**src/rtl/pcfx_cd_pkg.sv**
```systemverilog
// Shared constants and types for the PC-FX CD command path.
// SCSI status/opcode values and the router state encoding.
package pcfx_cd_pkg;

    localparam logic [7:0] ST_GOOD            = 8'h00;
    localparam logic [7:0] ST_CHECK           = 8'h02;
    localparam logic [7:0] OP_TEST_UNIT_READY = 8'h00;
    localparam logic [7:0] OP_REQUEST_SENSE   = 8'h03;

    typedef enum logic [1:0] {
        RS_IDLE,
        RS_DISPATCH,
        RS_ACTIVE
    } router_st_t;

endpackage

```
**src/rtl/cd_watchdog.sv**
```systemverilog
// Idle-cycle watchdog: counts while enabled, fires once at TIMEOUT_CYC-1.
// Counter parks one past the terminal value so it never wraps or re-fires.
module cd_watchdog #(
    parameter logic [23:0] TIMEOUT_CYC = 24'd2_000_000
) (
    input  logic CLK,
    input  logic RES,
    input  logic CLR,
    input  logic EN,
    output logic EXPIRE
);

    localparam int TW = $clog2(int'(TIMEOUT_CYC) + 1);
    localparam logic [TW-1:0] LIM = TW'(TIMEOUT_CYC - 24'd1);
    localparam logic [TW-1:0] TOP = TW'(TIMEOUT_CYC);

    logic [TW-1:0] r_cnt;

    always_ff @(posedge CLK or posedge RES) begin
        if (RES) begin
            r_cnt <= '0;
        end else if (CLR) begin
            r_cnt <= '0;
        end else if (EN && (r_cnt != TOP)) begin
            r_cnt <= r_cnt + TW'(1);
        end
    end

    assign EXPIRE = EN && (r_cnt == LIM);

endmodule

```
**src/rtl/cd_cmd_router.sv**
```systemverilog
// Routes bridge commands to the HPS disc model or the empty-drive responder,
// forwards the selected responder's data/status and aborts hung commands.
module cd_cmd_router
    import pcfx_cd_pkg::*;
#(
    parameter logic [23:0] TIMEOUT_CYC = 24'd2_000_000
) (
    input  logic        CLK,
    input  logic        RES,
    input  logic        CD_PRESENT,
    input  logic [95:0] COMMAND,
    input  logic        COMM_SEND,
    output logic        STAT_GET,
    output logic [7:0]  STATUS,
    output logic [7:0]  CD_DATA,
    output logic        CD_WR,
    output logic        BUSY,
    output logic        OVERRUN,
    output logic        TIMEOUT,
    output logic [95:0] TGT_COMMAND,
    output logic        HPS_COMM_SEND,
    input  logic        HPS_STAT_GET,
    input  logic [7:0]  HPS_STATUS,
    input  logic [7:0]  HPS_DATA,
    input  logic        HPS_WR,
    output logic        FK_COMM_SEND,
    input  logic        FK_STAT_GET,
    input  logic [7:0]  FK_STATUS,
    input  logic [7:0]  FK_DATA,
    input  logic        FK_WR
);

    router_st_t r_state;
    router_st_t w_next;

    logic        r_sel;
    logic        r_wr_prev;
    logic        r_stat_get;
    logic [7:0]  r_status;
    logic [7:0]  r_cd_data;
    logic        r_cd_wr;
    logic        r_busy;
    logic        r_overrun;
    logic        r_timeout;
    logic [95:0] r_cmd;
    logic        r_hps_send;
    logic        r_fk_send;

    logic        w_tgt_stat;
    logic [7:0]  w_tgt_status;
    logic [7:0]  w_tgt_data;
    logic        w_tgt_wr;
    logic        w_active;
    logic        w_accept;
    logic        w_expire;
    logic        w_wd_clr;
    logic        w_wd_en;

    assign w_tgt_stat   = r_sel ? HPS_STAT_GET : FK_STAT_GET;
    assign w_tgt_status = r_sel ? HPS_STATUS   : FK_STATUS;
    assign w_tgt_data   = r_sel ? HPS_DATA     : FK_DATA;
    assign w_tgt_wr     = r_sel ? HPS_WR       : FK_WR;

    assign w_active = (r_state == RS_ACTIVE);
    // The status cycle still counts as busy for new commands.
    assign w_accept = COMM_SEND && (r_state == RS_IDLE) && !r_stat_get;

    assign w_wd_clr = (r_state == RS_IDLE) || (w_active && (w_tgt_wr != r_wr_prev));
    assign w_wd_en  = (r_state != RS_IDLE);

    cd_watchdog #(
        .TIMEOUT_CYC (TIMEOUT_CYC)
    ) u_wdog (
        .CLK    (CLK),
        .RES    (RES),
        .CLR    (w_wd_clr),
        .EN     (w_wd_en),
        .EXPIRE (w_expire)
    );

    always_ff @(posedge CLK or posedge RES) begin
        if (RES) begin
            r_state <= RS_IDLE;
        end else begin
            r_state <= w_next;
        end
    end

    always_comb begin
        w_next = r_state;
        case (r_state)
            RS_IDLE:     if (w_accept) w_next = RS_DISPATCH;
            RS_DISPATCH: w_next = RS_ACTIVE;
            RS_ACTIVE:   if (w_tgt_stat || w_expire) w_next = RS_IDLE;
            default:     w_next = RS_IDLE;
        endcase
    end

    always_ff @(posedge CLK or posedge RES) begin
        if (RES) begin
            r_sel      <= 1'b0;
            r_wr_prev  <= 1'b0;
            r_stat_get <= 1'b0;
            r_status   <= 8'h00;
            r_cd_data  <= 8'h00;
            r_cd_wr    <= 1'b0;
            r_busy     <= 1'b0;
            r_overrun  <= 1'b0;
            r_timeout  <= 1'b0;
            r_cmd      <= '0;
            r_hps_send <= 1'b0;
            r_fk_send  <= 1'b0;
        end else begin
            r_stat_get <= 1'b0;
            r_timeout  <= 1'b0;
            r_hps_send <= 1'b0;
            r_fk_send  <= 1'b0;
            r_overrun  <= COMM_SEND && !w_accept;
            r_wr_prev  <= w_tgt_wr;
            if (w_accept) begin
                r_cmd      <= COMMAND;
                r_sel      <= CD_PRESENT;
                r_busy     <= 1'b1;
                r_hps_send <= CD_PRESENT;
                r_fk_send  <= !CD_PRESENT;
            end
            if (w_active) begin
                r_cd_data <= w_tgt_data;
                r_cd_wr   <= w_tgt_wr;
                if (w_tgt_stat) begin
                    r_status   <= w_tgt_status;
                    r_stat_get <= 1'b1;
                    r_cd_wr    <= 1'b0;
                    r_busy     <= 1'b0;
                end else if (w_expire) begin
                    r_status   <= ST_CHECK;
                    r_stat_get <= 1'b1;
                    r_timeout  <= 1'b1;
                    r_cd_wr    <= 1'b0;
                    r_busy     <= 1'b0;
                end
            end
        end
    end

    assign STAT_GET      = r_stat_get;
    assign STATUS        = r_status;
    assign CD_DATA       = r_cd_data;
    assign CD_WR         = r_cd_wr;
    assign BUSY          = r_busy;
    assign OVERRUN       = r_overrun;
    assign TIMEOUT       = r_timeout;
    assign TGT_COMMAND   = r_cmd;
    assign HPS_COMM_SEND = r_hps_send;
    assign FK_COMM_SEND  = r_fk_send;

endmodule
```
**config.mk**
```make
export PLATFORM = sky130hd
export DESIGN_NAME = cd_cmd_router
export DESIGN_NICKNAME = d
export VERILOG_FILES = /design/src/rtl/pcfx_cd_pkg.sv /design/src/rtl/cd_watchdog.sv /design/src/rtl/cd_cmd_router.sv
export SDC_FILE = /design/constraint.sdc
export NUM_CORES = 1
export LEC_CHECK = 0
export CAP_MARGIN = 10
export CORE_MARGIN = 2
export CORE_UTILIZATION = 39
export CTS_CLUSTER_SIZE = 14
export DETAILED_ROUTE_END_ITERATION = 8
export PLACE_DENSITY = 0.84
export RECOVER_POWER = 50
export SKIP_LAST_GASP = 1
export SLEW_MARGIN = 20
export SYNTH_ARGS = -nofsm -noshare
export SYNTH_HDL_FRONTEND = slang
export SYNTH_SLANG_ARGS = --single-unit
```
**constraint.sdc**
```tcl
create_clock -name CLK -period 5.1 [get_ports CLK]
set_input_delay 1.275 -clock CLK [delete_from_list [all_inputs] [get_ports CLK]]
set_output_delay 1.275 -clock CLK [all_outputs]
set_load 0.01 [all_outputs]
```
==> results of run 1 <==
[power groups by stage]
stage	Clock, uW	Sequential (uW)	Combinational [uW]
floorplan	0	2110	834
global placement	0	1890	2240
detailed placement	0	1920	2280
CTS	1320	1910	2300
global route	1380	1950	2360
finish	1290	1890	2200
[state kept, by name, summed over array words and instances (netlist names)]
register       count
BUSY               1
FK_COMM_SEND       1
OVERRUN            1
r_state            2
CD_DATA            8
r_sel              1
TIMEOUT            1
CD_WR              1
u_wdog.r_cnt      21
STAT_GET           1
TGT_COMMAND       96
STATUS             8
HPS_COMM_SEND      1
r_wr_prev          1
[cells in the final DEF (no fill, tap or decap), types with 7 or more instances in the layout]
master	n
xnor2_1	9
o22ai_1	7
nand2_1	23
clkbuf_16	17
o21ai_0	9
nand3_1	7
clkdlybuf4s50_1	203
mux2_2	97
dlygate4sd3_1	51
dfrtp_1	144
nor3_1	9
mux2i_1	19
nor2_1	25
[worst paths after layout]
path | end | from
worst max-delay path | TGT_COMMAND[42] | COMM_SEND
worst min-delay path | CD_DATA[5] | CD_DATA[5]
worst max register to register | TGT_COMMAND[42] | r_state[0]
worst min register to register | CD_DATA[5] | CD_DATA[5]
max in group asynchronous | TGT_COMMAND[38] | RES
min in group asynchronous | CD_DATA[6] | RES
[critical path, stage by stage]
cell           delay [ns]
dlygate4sd3_1        0.57
nor4b_1              0.65
buf_12               0.47
mux2_2               0.40
[cells by family after synthesis]
logic type,after synthesis,synth area share
muxes,116,0.2143
AOI/OAI and AO/OA,29,0.03220
adders and majority gates,2,0.004182
xor gates and xnor gates,13,0.01903
and+or+nand+nor,107,0.1054
DFF,144,0.6023
buffers and inverters,27,0.02258
[routing by layer]
metal	wire length, um	global-route usage	vias to the layer above
li1	-	-	2076
met1	5897	0.2186	2146
met2	7819	0.3290	176
met3	1004	0.05342	30
met4	385	0.07628	0
met5	0	0	-
[area by class of cell]
cell class                      count  area, sq um  area share
Sequential cell                   144         3603      0.3868
Timing Repair Buffer              257         2590      0.2780
Multi-Input combinational cell    267         2241      0.2406
Clock buffer                       19        432.9     0.04647
Tap cell                          188        235.2     0.02525
Clock inverter                     13        186.4     0.02001
Inverter                            6        26.28    0.002821
[metrics by stage]
stage / cells / power, uW / area, sq um / hold WS [ns] / util
after floorplan: 438 / 2947 / 5987 / 0.5162 / -
after detailed placement: 862 / 4209 / 8711 / 0.4704 / 0.5773
final: 894 / 5386 / 9315 / 0.4915 / 0.6173
after CTS: 894 / 5528 / 9330 / 0.4898 / 0.6183
after global routing: 894 / 5693 / 9315 / 0.5111 / 0.6173
after global placement: 862 / 4130 / 8708 / 0.4623 / 0.5771
==> impl_metrics.json, run 1 <==
{
  "coreArea_sq_um": 15090,
  "cts.sinks": 144,
  "max-vdd-ir-drop_uv": 336.7,
  "layout-drive-gt1-share": 0.2068,
  "rsz0062_at_grt": "false",
  "synth.distinct_cells": 49,
  "setup_slack_ns": 1.905,
  "reg2reg_setup_slack_ns": 2.82,
  "first_pass_iters": 4,
  "power_frac_comb": 0.409,
  "grt.overflow.total": 0,
  "postCtsSetupBuffers": 0,
  "powerDensity_nw_per_um2": 578.1,
  "drv_slew": 0,
  "fin_nets": 831,
  "setup_tns_ns": 0,
  "synth_area_leader_cell": "dfrtp_1",
  "root_buffer": "clkbuf_16",
  "skew_ns": 0.008950,
  "yosysMostFrequentCell": "dfrtp_1",
  "syn_area_sq_um": 5983,
  "start_util": 0.3965,
  "synthCells": 438,
  "max-slew-margin-rel": 0.4396,
  "wl_per_cell_um": 16.90,
  "synth_edf_count": 0,
  "synth_area_leaders": "dfrtp_1, mux2_2, mux2i_1, nor2_1, nand2_1",
  "fmaxAchievable_mhz": 313.0,
  "drt_iter0_drc": 233,
  "synthFlopType": "dfrtp_1",
  "worst_pin_slew_ns": 0.8397,
  "end_kind": "flip-flop",
  "cts-resized-gates": 0,
  "critPathLaunchType": "input port",
  "dp_slack_ns": 1.972,
  "switchingPower_uw": 1605,
  "synth_seq_cells": 144,
  "min_period_ns": 3.195,
  "ant_nets": 0,
  "cts.htree.levels": 4,
  "seq_area_frac_synth": 0.6023,
  "hold_depth": 2,
  "postRouteWirelength_mm": 15.11,
  "ff2ff_path_depth": 3,
  "antenna_found_initial": 0,
  "clkLatencyLatePin_ns": 0.41,
  "cts_max_path_buffers": 2,
  "finalHoldViolCount": 0,
  "drv_cap": 0,
  "synth.top_cells.by_count": "dfrtp_1, mux2_2, nor2_1",
  "synth-warning-count": 0,
  "sequentialPowerShare": 0.351,
  "setup_viol": 0,
  "io-pin-count": 255,
  "port_buffers": 254,
  "antennaDiodeCount": 0,
  "routed_via_density": 4.953,
  "grt_pass1_wl_mm": 24.26,
  "synth_top_cell_area_share": 0.6023,
  "fillCellCount": 1127,
  "track_usage": 0.1884,
  "grt_pass1_vias": 4756,
  "fin_crit_sh": 0.6265,
  "leakage_uw": 0.003858,
  "p_int_uw": 3780,
  "dp_hpwl_mm": 10.84,
  "dr_total_vias": 4428,
  "cts_tree": "yes",
  "path_clk_slew_ns": 0.06,
  "placement_rows": 45,
  "drc": 0,
  "numCtsBuffers": 17,
  "hold_class": "flip-flop to flip-flop",
  "routabilityCongestion": 0.7685,
  "synth_area_per_cell_sq_um": 13.66,
  "worstSetupPathType": "input port to flip-flop",
  "worst_ep_arrival_time_ns": 3.48,
  "status": "finished clean",
  "die-area_sq_um": 16350,
  "clkPwrFrac": 0.240,
  "grt_start_max_net_pins": 145,
  "die_h_um": 127.9,
  "synth_fp_nets": 576,
  "cts_hold_buffers": 0,
  "die_x_um": 127.9,
  "async_flop_share": 1.000,
  "syn_to_final_growth_pct": 55.69,
  "switching_share": 0.2981,
  "cp_data_required_time_ns": 5.39,
  "cp_max_fo": 100
}
No activity file was read; power rests on OpenSTA's default activity.
==> inputs of run 2 (changes only) <==
- clock period: 5.1 -> 2.9 ns (I/O delays scaled with it)
==> impl_metrics.json, run 2 (synthesis gave the netlist of run 1 again) <==
{
  "status": "finished clean",
  "worst_ep_arrival_time_ns": 2.82,
  "cts_max_path_buffers": 2,
  "utilization": 0.6167,
  "critPathLaunchType": "input port",
  "r2r_end": "u_wdog.r_cnt[1]",
  "final_cell_mix": "clkdlybuf4s50_1, dfrtp_1, mux2_2",
  "r2r_start": "r_sel",
  "holdPathEnd": "CD_DATA[0]",
  "stdcell_count": 897,
  "routabilityCongestion": 0.7921,
  "dr_total_vias": 4407,
  "end_kind": "flip-flop",
  "hold_start": "CD_DATA[0]",
  "setup_tns_ns": 0,
  "root_buffer": "clkbuf_16",
  "coreArea_sq_um": 15090,
  "die_h_um": 127.9,
  "die_x_um": 127.9,
  "drc": 0,
  "fillCellCount": 1124,
  "drv_slew": 0,
  "ant_nets": 0,
  "fmaxAchievable_mhz": 397.5,
  "drt_iter0_drc": 163,
  "leakage_uw": 0.003839,
  "dp_hpwl_mm": 11.82,
  "powerDensity_nw_per_um2": 1022,
  "cp_data_required_time_ns": 3.20,
  "path_clk_slew_ns": 0.06,
  "antennaDiodeCount": 0,
  "setup_viol": 0,
  "fin_nets": 836,
  "io-pin-count": 255,
  "max-vdd-ir-drop_uv": 425.1,
  "hold_depth": 2,
  "clkLatencyLatePin_ns": 0.42,
  "syn_to_final_growth_pct": 55.52,
  "hold_class": "flip-flop to flip-flop",
  "reg2reg_setup_slack_ns": 0.81,
  "track_usage": 0.1914,
  "min_period_ns": 2.515,
  "postCtsSetupBuffers": 0,
  "cp_max_fo": 13,
  "worstSetupPathType": "input port to flip-flop",
  "start_util": 0.3965,
  "rsz0062_at_grt": "false",
  "cts.sinks": 144,
  "port_buffers": 254,
  "dp_cells": 867,
  "layout-drive-gt1-share": 0.2102,
  "die-area_sq_um": 16350,
  "largest_reg_flops": 96,
  "grt_pass1_vias": 4665,
  "ff2ff_path_depth": 5,
  "grt_pass1_wl_mm": 24.21,
  "drv_cap": 0,
  "routed_via_density": 4.913,
  "first_pass_iters": 4,
  "skew_ns": 0.009335,
  "cts_tree": "yes",
  "worst_pin_slew_ns": 0.9415,
  "finalHoldViolCount": 0,
  "fin_crit_sh": 0.8674,
  "cts_hold_buffers": 0,
  "grt_start_max_net_pins": 71,
  "grt.overflow.total": 0,
  "finalPower_uw": 9505,
  "wl_per_cell_um": 17.19,
  "layout_commonest_cell": "clkdlybuf4s50_1",
  "cts.htree.levels": 4,
  "cts-resized-gates": 0,
  "postRouteWirelength_mm": 15.42,
  "antenna_found_initial": 0,
  "max-slew-margin-rel": 0.3724,
  "placement_rows": 45,
  "numCtsBuffers": 17
}
[run 2: changes by cell type in the layout (fill, tap and decap cells not counted), sizes merged]
cell / before / now
clkbuf: 19 / 24
inv: 6 / 5
clkinv: 7 / 6
bufinv: 4 / 2
buf: 3 / 4
dlygate4sd3: 51 / 3
clkinvlp: 2 / 3
clkdlybuf4s50: 203 / 251
[run 2: how the worst max path moves through the flow]
stage / from / depth (start not counted) / slack (ns) / endpoint
2_1_floorplan: RES / 1 / 0.37 / BUSY
3_3_place_gp: HPS_WR / 6 / 0.20 / u_wdog.r_cnt[1]
3_5_place_dp: HPS_WR / 6 / 0.08 / u_wdog.r_cnt[1]
4_1_cts: HPS_WR / 6 / 0.53 / u_wdog.r_cnt[1]
5_1_grt: FK_WR / 6 / 0.29 / u_wdog.r_cnt[1]
6_report: FK_WR / 6 / 0.38 / u_wdog.r_cnt[1]
[run 2: routing by layer]
metal | up-vias | GRT usage | wire (um)
li1 | 2078 | - | -
met1 | 2136 | 0.2244 | 6032
met2 | 164 | 0.3350 | 8006
met3 | 29 | 0.05134 | 998
met4 | 0 | 0.07563 | 378
met5 | - | 0 | 0
[run 2: final cells by class]
class	instances	area [sq um]	share of cell area
flip-flops and latches	144	3603	0.3873
repair buffers	262	2616	0.2812
multi-input cells	267	2247	0.2415
clock buffers	20	466.7	0.05015
well taps	188	235.2	0.02528
clock inverters	10	112.6	0.01210
inverters	6	23.77	0.002555
[run 2: worst max-delay path, stage by stage]
cell and delay (ns):
dlygate4sd3_1 0.56, mux2i_1 0.29, mux2i_1 0.16, nor2_1 0.72, buf_4 0.29, nor3_1 0.07
[run 2: stage by stage]
step           instance area, sq um  worst slack [ns]  hold WS (ns)
3_5_place_dp                   8771           0.08074        0.4734
5_1_grt                        9305            0.2852        0.5140
6_report                       9305            0.3846        0.4895
3_3_place_gp                   8771            0.1978        0.4638
2_1_floorplan                  5987            0.3700        0.5162
4_1_cts                        9350            0.5283        0.4913
[run 2: power by group]
group	switching [uW]	total, uW	leakage, uW	internal (uW)
sequential	485	3360	0.00175	2870
clock	808	2130	0.000284	1320
combinational	1560	4020	0.00180	2460
==> inputs of run 3 (changes only) <==
- CAP_MARGIN: 10 -> default
- CTS_CLUSTER_SIZE: 14 -> 12
==> results of run 3 <==
No change in the layout: final DEF, timing and power equal those of run 2.
